==> src/rtl/fifo_stream_reader_if.sv <==
// Bundle of the FIFO read-side and output stream signals of fifo_stream_reader.
//   master : the reader (drives fifo_rd_en and the stream outputs)
//   slave  : the FIFO plus stream sink environment
// Signals:
//   fifo_rd_en  read request to the FIFO
//   fifo_empty  FIFO empty flag
//   fifo_dout   FIFO registered read data (valid the cycle after a read)
//   m_data      stream data (buffer head)
//   m_valid     stream data valid
//   m_ready     sink ready
//   m_last      final beat of a packet
//   flush       synchronous discard of buffered and in-flight data
//   pkt_done    one-cycle pulse after a packet's last beat transfers
//   buf_count   buffer occupancy 0..3
interface fifo_stream_reader_if #(
  parameter int DATA_WIDTH = 8
);
  logic                  fifo_rd_en;
  logic                  fifo_empty;
  logic [DATA_WIDTH-1:0] fifo_dout;
  logic [DATA_WIDTH-1:0] m_data;
  logic                  m_valid;
  logic                  m_ready;
  logic                  m_last;
  logic                  flush;
  logic                  pkt_done;
  logic [1:0]            buf_count;

  modport master (
    output fifo_rd_en,
    input  fifo_empty,
    input  fifo_dout,
    output m_data,
    output m_valid,
    input  m_ready,
    output m_last,
    input  flush,
    output pkt_done,
    output buf_count
  );

  modport slave (
    input  fifo_rd_en,
    output fifo_empty,
    output fifo_dout,
    input  m_data,
    input  m_valid,
    output m_ready,
    input  m_last,
    output flush,
    input  pkt_done,
    input  buf_count
  );
endinterface

==> src/rtl/fifo_stream_reader.sv <==
// Drain engine on the read side of a synchronous FIFO. Issues read enables,
// captures the FIFO's registered read data into a 3-entry buffer and presents
// it as a valid/ready stream framed into packets of PKT_LEN beats.
// Ports:
//   clk  rising-edge clock
//   rst  asynchronous, active-high reset
//   bus  fifo_stream_reader_if.master (FIFO read side + output stream)
// Parameters:
//   DATA_WIDTH  FIFO / stream data width
//   PKT_LEN     beats per packet (>= 1); m_last marks beat PKT_LEN-1
module fifo_stream_reader #(
  parameter int DATA_WIDTH = 8,
  parameter int PKT_LEN    = 4
) (
  input  logic                    clk,
  input  logic                    rst,
  fifo_stream_reader_if.master    bus
);

  localparam int                BEAT_W    = (PKT_LEN > 1) ? $clog2(PKT_LEN) : 1;
  localparam logic [BEAT_W-1:0] LAST_BEAT = BEAT_W'(PKT_LEN - 1);

  logic [DATA_WIDTH-1:0] mem [3];
  logic [1:0]            head;
  logic [1:0]            tail;
  logic [1:0]            occ;
  logic                  inflight;
  logic [BEAT_W-1:0]     beat_cnt;
  logic                  pkt_done_q;

  logic rd_en;
  logic push;
  logic pop;
  logic valid;
  logic last;

  function automatic logic [1:0] ptr_inc(input logic [1:0] p);
    return (p == 2'd2) ? 2'd0 : p + 2'd1;
  endfunction

  // Read issue looks only at registered state, fifo_empty and flush, so
  // m_ready never reaches fifo_rd_en combinationally. Keeping occ+inflight
  // at most 3 is what makes the buffer overflow-free; holding it at 2 before
  // issuing leaves room for the word already on its way.
  always_comb begin
    rd_en = !rst && !bus.fifo_empty && !bus.flush &&
            (({1'b0, occ} + {2'b00, inflight}) <= 3'd2);
    valid = (occ != 2'd0) && !bus.flush;
    last  = valid && (beat_cnt == LAST_BEAT);
    push  = inflight && !bus.flush;
    pop   = valid && bus.m_ready;
  end

  assign bus.fifo_rd_en = rd_en;
  assign bus.m_valid    = valid;
  assign bus.m_last     = last;
  assign bus.m_data     = mem[head];
  assign bus.pkt_done   = pkt_done_q;
  assign bus.buf_count  = occ;

  always_ff @(posedge clk or posedge rst) begin
    if (rst) begin
      for (int i = 0; i < 3; i++) mem[i] <= '0;
      head       <= 2'd0;
      tail       <= 2'd0;
      occ        <= 2'd0;
      inflight   <= 1'b0;
      beat_cnt   <= '0;
      pkt_done_q <= 1'b0;
    end else if (bus.flush) begin
      // Buffer contents are left as-is; occ=0 makes them invisible.
      head       <= 2'd0;
      tail       <= 2'd0;
      occ        <= 2'd0;
      inflight   <= 1'b0;
      beat_cnt   <= '0;
      pkt_done_q <= 1'b0;
    end else begin
      inflight   <= rd_en;
      pkt_done_q <= pop && last;
      if (push) begin
        mem[tail] <= bus.fifo_dout;
        tail      <= ptr_inc(tail);
      end
      if (pop) begin
        head     <= ptr_inc(head);
        beat_cnt <= last ? '0 : beat_cnt + BEAT_W'(1);
      end
      case ({push, pop})
        2'b10:   occ <= occ + 2'd1;
        2'b01:   occ <= occ - 2'd1;
        default: occ <= occ;
      endcase
    end
  end

  a_no_overflow: assert property (@(posedge clk) disable iff (rst)
    !(push && !pop && (occ == 2'd3)));

  a_no_read_when_empty: assert property (@(posedge clk) disable iff (rst)
    !(rd_en && bus.fifo_empty));

endmodule
==> src/flat_wrapper.sv <==
// flat-port wrapper written by rule: the top's interface ports become plain ports
module fifo_stream_reader_flat 
#(
  parameter int DATA_WIDTH = 8,
  parameter int PKT_LEN    = 4
)
  (clk, rst, bus_fifo_rd_en, bus_fifo_empty, bus_fifo_dout, bus_m_data, bus_m_valid, bus_m_ready, bus_m_last, bus_flush, bus_pkt_done, bus_buf_count);
  fifo_stream_reader_if #(.DATA_WIDTH(DATA_WIDTH)) bus_i ();
  input  logic clk;
  input  logic rst;
  output wire logic [$bits(bus_i.fifo_rd_en)-1:0] bus_fifo_rd_en;
  input wire logic [$bits(bus_i.fifo_empty)-1:0] bus_fifo_empty;
  input wire logic [$bits(bus_i.fifo_dout)-1:0] bus_fifo_dout;
  output wire logic [$bits(bus_i.m_data)-1:0] bus_m_data;
  output wire logic [$bits(bus_i.m_valid)-1:0] bus_m_valid;
  input wire logic [$bits(bus_i.m_ready)-1:0] bus_m_ready;
  output wire logic [$bits(bus_i.m_last)-1:0] bus_m_last;
  input wire logic [$bits(bus_i.flush)-1:0] bus_flush;
  output wire logic [$bits(bus_i.pkt_done)-1:0] bus_pkt_done;
  output wire logic [$bits(bus_i.buf_count)-1:0] bus_buf_count;
  assign bus_fifo_rd_en = bus_i.fifo_rd_en;
  assign bus_i.fifo_empty = bus_fifo_empty;
  assign bus_i.fifo_dout = bus_fifo_dout;
  assign bus_m_data = bus_i.m_data;
  assign bus_m_valid = bus_i.m_valid;
  assign bus_i.m_ready = bus_m_ready;
  assign bus_m_last = bus_i.m_last;
  assign bus_i.flush = bus_flush;
  assign bus_pkt_done = bus_i.pkt_done;
  assign bus_buf_count = bus_i.buf_count;
  fifo_stream_reader #(.DATA_WIDTH(DATA_WIDTH), .PKT_LEN(PKT_LEN)) u_core (.clk(clk), .rst(rst), .bus(bus_i));
endmodule
==> config.mk <==
export PLATFORM = sky130hd
export DESIGN_NAME = fifo_stream_reader_flat
export DESIGN_NICKNAME = d
export VERILOG_FILES = /design/src/rtl/fifo_stream_reader_if.sv /design/src/rtl/fifo_stream_reader.sv /design/src/flat_wrapper.sv
export SDC_FILE = /design/constraint.sdc
export NUM_CORES = 1
export LEC_CHECK = 0
export CORE_ASPECT_RATIO = 1.25
export CORE_UTILIZATION = 55
export DETAILED_ROUTE_END_ITERATION = 8
export DONT_BUFFER_PORTS = 1
export PLACE_DENSITY = 0.73
export SLEW_MARGIN = 25
export SYNTH_ARGS = -nofsm -noshare
export SYNTH_HDL_FRONTEND = slang
export SYNTH_SLANG_ARGS = --single-unit
export TNS_END_PERCENT = 5
==> constraint.sdc <==
create_clock -name clk -period 1.5 [get_ports clk]
set_input_delay 0.3 -clock clk [delete_from_list [all_inputs] [get_ports clk]]
set_output_delay 0.3 -clock clk [all_outputs]
set_load 0.005 [all_outputs]
==> flow_metrics.py <==
metrics = {
    "setup_path": {
        "cp.arrival_ps": 1510,
        "required_ps": 1200,
        "critPathBufInv": 0,
        "crit_slowest_cell": "dfrtp_1",
        "cp_max_fo": 2,
        "start_kind": "register",
        "path_cells": "ha_1, ha_1, nor2_2, a21oi_2, nor4_2",
        "max_stage_delay_ps": 400,
        "crit_family": "adder cells",
        "crit_path_frequent_cell": "ha_1",
        "endpoint_kind": "output pin",
        "path_class": "reg -> out",
    },
    "status": {
        "failed_checks": "setup timing",
        "status": "complete, but fails checks",
    },
    "grt": {
        "overflow": 0,
        "first_global_vias": 1156,
        "grt_use_total_pct": 22.0,
        "grt_max_degree": 35,
        "grt_pass1_wl_um": 5060,
        "antenna_found_initial": 0,
    },
    "detailed_routing": {
        "ant_nets": 0,
        "wire_per_inst_um": 16.6,
        "vias_per_cell": 5.92,
        "drt_pre_antenna_iters": 4,
        "via_count": 1072,
        "wl_um": 3000,
        "remaining_drc_errors": 0,
        "drt_iter0_markers": 34,
    },
    "clock_network": {
        "numCtsBuffers": 5,
        "clk_pin_slew_worst_paths_ps": 90,
        "clk_latency_ps": 330,
        "clockBufferDepth": 2,
        "cts_sinks": 34,
        "h-tree-depth": 2,
        "cts_tree": "done",
        "cts_root_buffer": "clkbuf_4",
        "post_cts_buffers": 0,
    },
    "timing": {
        "period_share_pct": 120,
        "setup_ws_ps": -307,
        "relSlewSlack_pct": 71.9,
        "tightest_slew_ps": 421,
        "skew_ps": 6.94,
        "rsz0062_at_grt": "yes",
        "hold_viol": 0,
        "max_freq_mhz": 553,
        "setup_viol": 10,
        "final.setup.tns_ps": -590,
        "finalMaxSlewViolations": 0,
        "min_period_ps": 1810,
    },
    "worst_hold_path": {
        "min_path_type": "in -> reg",
    },
    "synth": {
        "synth.yosys.seq_area_share_pct": 51.4,
        "synthFlopType": "dfrtp_1",
        "yosysTopAreaCell": "dfrtp_1",
        "synthArstFlopShare_pct": 100,
        "synth_top_area_share_pct": 51.4,
        "syn_inst": 132,
        "yosys-top-cells-area": "dfrtp_1, mux2_2, mux2i_1",
        "netlist-cell-type-count": 30,
        "synth_area_mm2": 0.00166,
        "synth-seq-cells": 34,
        "syn_avg_cell_area_um2": 12.5,
        "synth_edf_count": 0,
        "syn-num-nets": 149,
        "yosysWarnings": 0,
    },
    "final_layout": {
        "fillers": 202,
        "multiInputGateArea_um2": 785,
        "final_design_area_no_fill_mm2": 0.00188,
        "area_growth_pct": 13.4,
        "seq_area_um2": 853,
        "antenna_cells": 0,
        "nets": 163,
        "layout-drive-gt1-share_pct": 38.8,
    },
    "die": {
        "die_w_um": 51.1,
        "core_mm2": 0.00276,
        "start_util_pct": 60.0,
        "pin_count": 27,
        "num_rows": 21,
        "dieArea_mm2": 0.00323,
        "dieHeight_um": 63.3,
    },
    "run": {
        "maxCapViolCount": 0,
    },
    "placement": {
        "port-buffer-count": 0,
        "place_hpwl_um": 2160,
        "placed_area_mm2": 0.00178,
        "gp_congestion": 0.662,
    },
    "power": {
        "powerDensity_mw_per_mm2": 987,
        "power.leakage_nw": 0.817,
        "ir_worst_vdd_uv": 1010,
    },
}
## synth_stat cells, types with 2 or more instances
master	number
ha_1	4
a22o_1	2
nand3b_1	2
nor2_1	5
nand2_1	9
nand3_1	2
nor4_1	2
mux2_2	26
inv_1	4
o21ai_0	2
dfrtp_1	34
a21oi_1	5
o22ai_1	8
mux2i_1	8
and2_1	2
clkbuf_1	3
## layout make-up
class,count,share of cell area [%]
inverter,5,1.00
timing repair buffer,12,6.27
clock buffer,7,2.93
multi-input combinational,88,41.8
tap,34,2.27
clock inverter,1,0.267
sequential,34,45.5
## path summary, 6_finish.rpt
path / from / to / slack [ps] / cells after the start
worst max-delay path: u_core.bus.buf_count[0] / bus_fifo_rd_en / -310 / 5
worst min-delay path: bus_flush / u_core.tail[1] / 30 / 1
worst max register to register: u_core.inflight / u_core.mem[6] / 40 / 5
max in group asynchronous: rst / u_core.tail[1] / 660 / 3
worst min register to register: u_core.mem[8] / u_core.mem[8] / 510 / 1
min in group asynchronous: rst / u_core.beat_cnt[0] / 520 / 3
## through the flow
| step | utilization, % | hold WS (ps) | power, mW | setup slack, ps | std cells |
|---|---|---|---|---|---|
| after floorplan | - | 371 | 1.29 | 13.6 | 132 |
| after global placement | 64.4 | 302 | 1.33 | 47.7 | 172 |
| after detailed placement | 64.4 | 311 | 1.35 | 8.39 | 172 |
| after CTS | 67.3 | 18.8 | 1.87 | -294 | 181 |
| after global routing | 68.0 | 2.88 | 1.95 | -405 | 181 |
| final | 68.0 | 29.8 | 1.85 | -307 | 181 |
## placed cells by master, fill, tap and decap left out, types with 2 or more instances in the layout
cell,Yosys,final
dfrtp_2,0,2
buf_12,0,2
buf_4,0,9
and2_1,2,2
o22ai_1,8,7
a21oi_1,5,4
dfrtp_1,34,32
nor2_1,5,4
nand3b_1,2,2
clkbuf_4,0,5
a22o_1,2,2
mux2i_1,8,7
nand3_1,2,2
nand2_1,9,9
mux2_2,26,26
inv_1,4,4
ha_1,4,4
## layer usage
metal	track usage, %	share of wire [%]	vias up
met5	0	0	-
met4	7.29	1.7	0
met3	7.49	5.1	6
met2	38.8	53	27
met1	23.9	40	532
li1	-	-	507
## cell families after synthesis
kind of cell | share of synthesized area [%]
AOI/OAI and AO/OA | 7.94
and+or+nand+nor | 12.2
muxes | 22.5
buffers and inverters | 2.95
DFF | 51.4
adders and majority gates | 3.02
## registers in the layout, summed over array words and instances (netlist names)
register / flops
u_core.tail: 2
u_core.bus.pkt_done: 1
u_core.mem: 24
u_core.beat_cnt: 2
u_core.inflight: 1
u_core.bus.buf_count: 2
u_core.head: 2
## power by group
group	internal, mW	switching (mW)	total, mW
sequential	1.02	0.0574	1.08
combinational	0.151	0.117	0.267
clock	0.227	0.281	0.508
total	1.40	0.455	1.85
## what timing repair did
item,CTS,global route
endpoints found under the setup margin,10,26
resized for setup,3,6
hold endpoints to repair,34,0
hold buffers,1,0
Power figures use the tool's default switching activity.
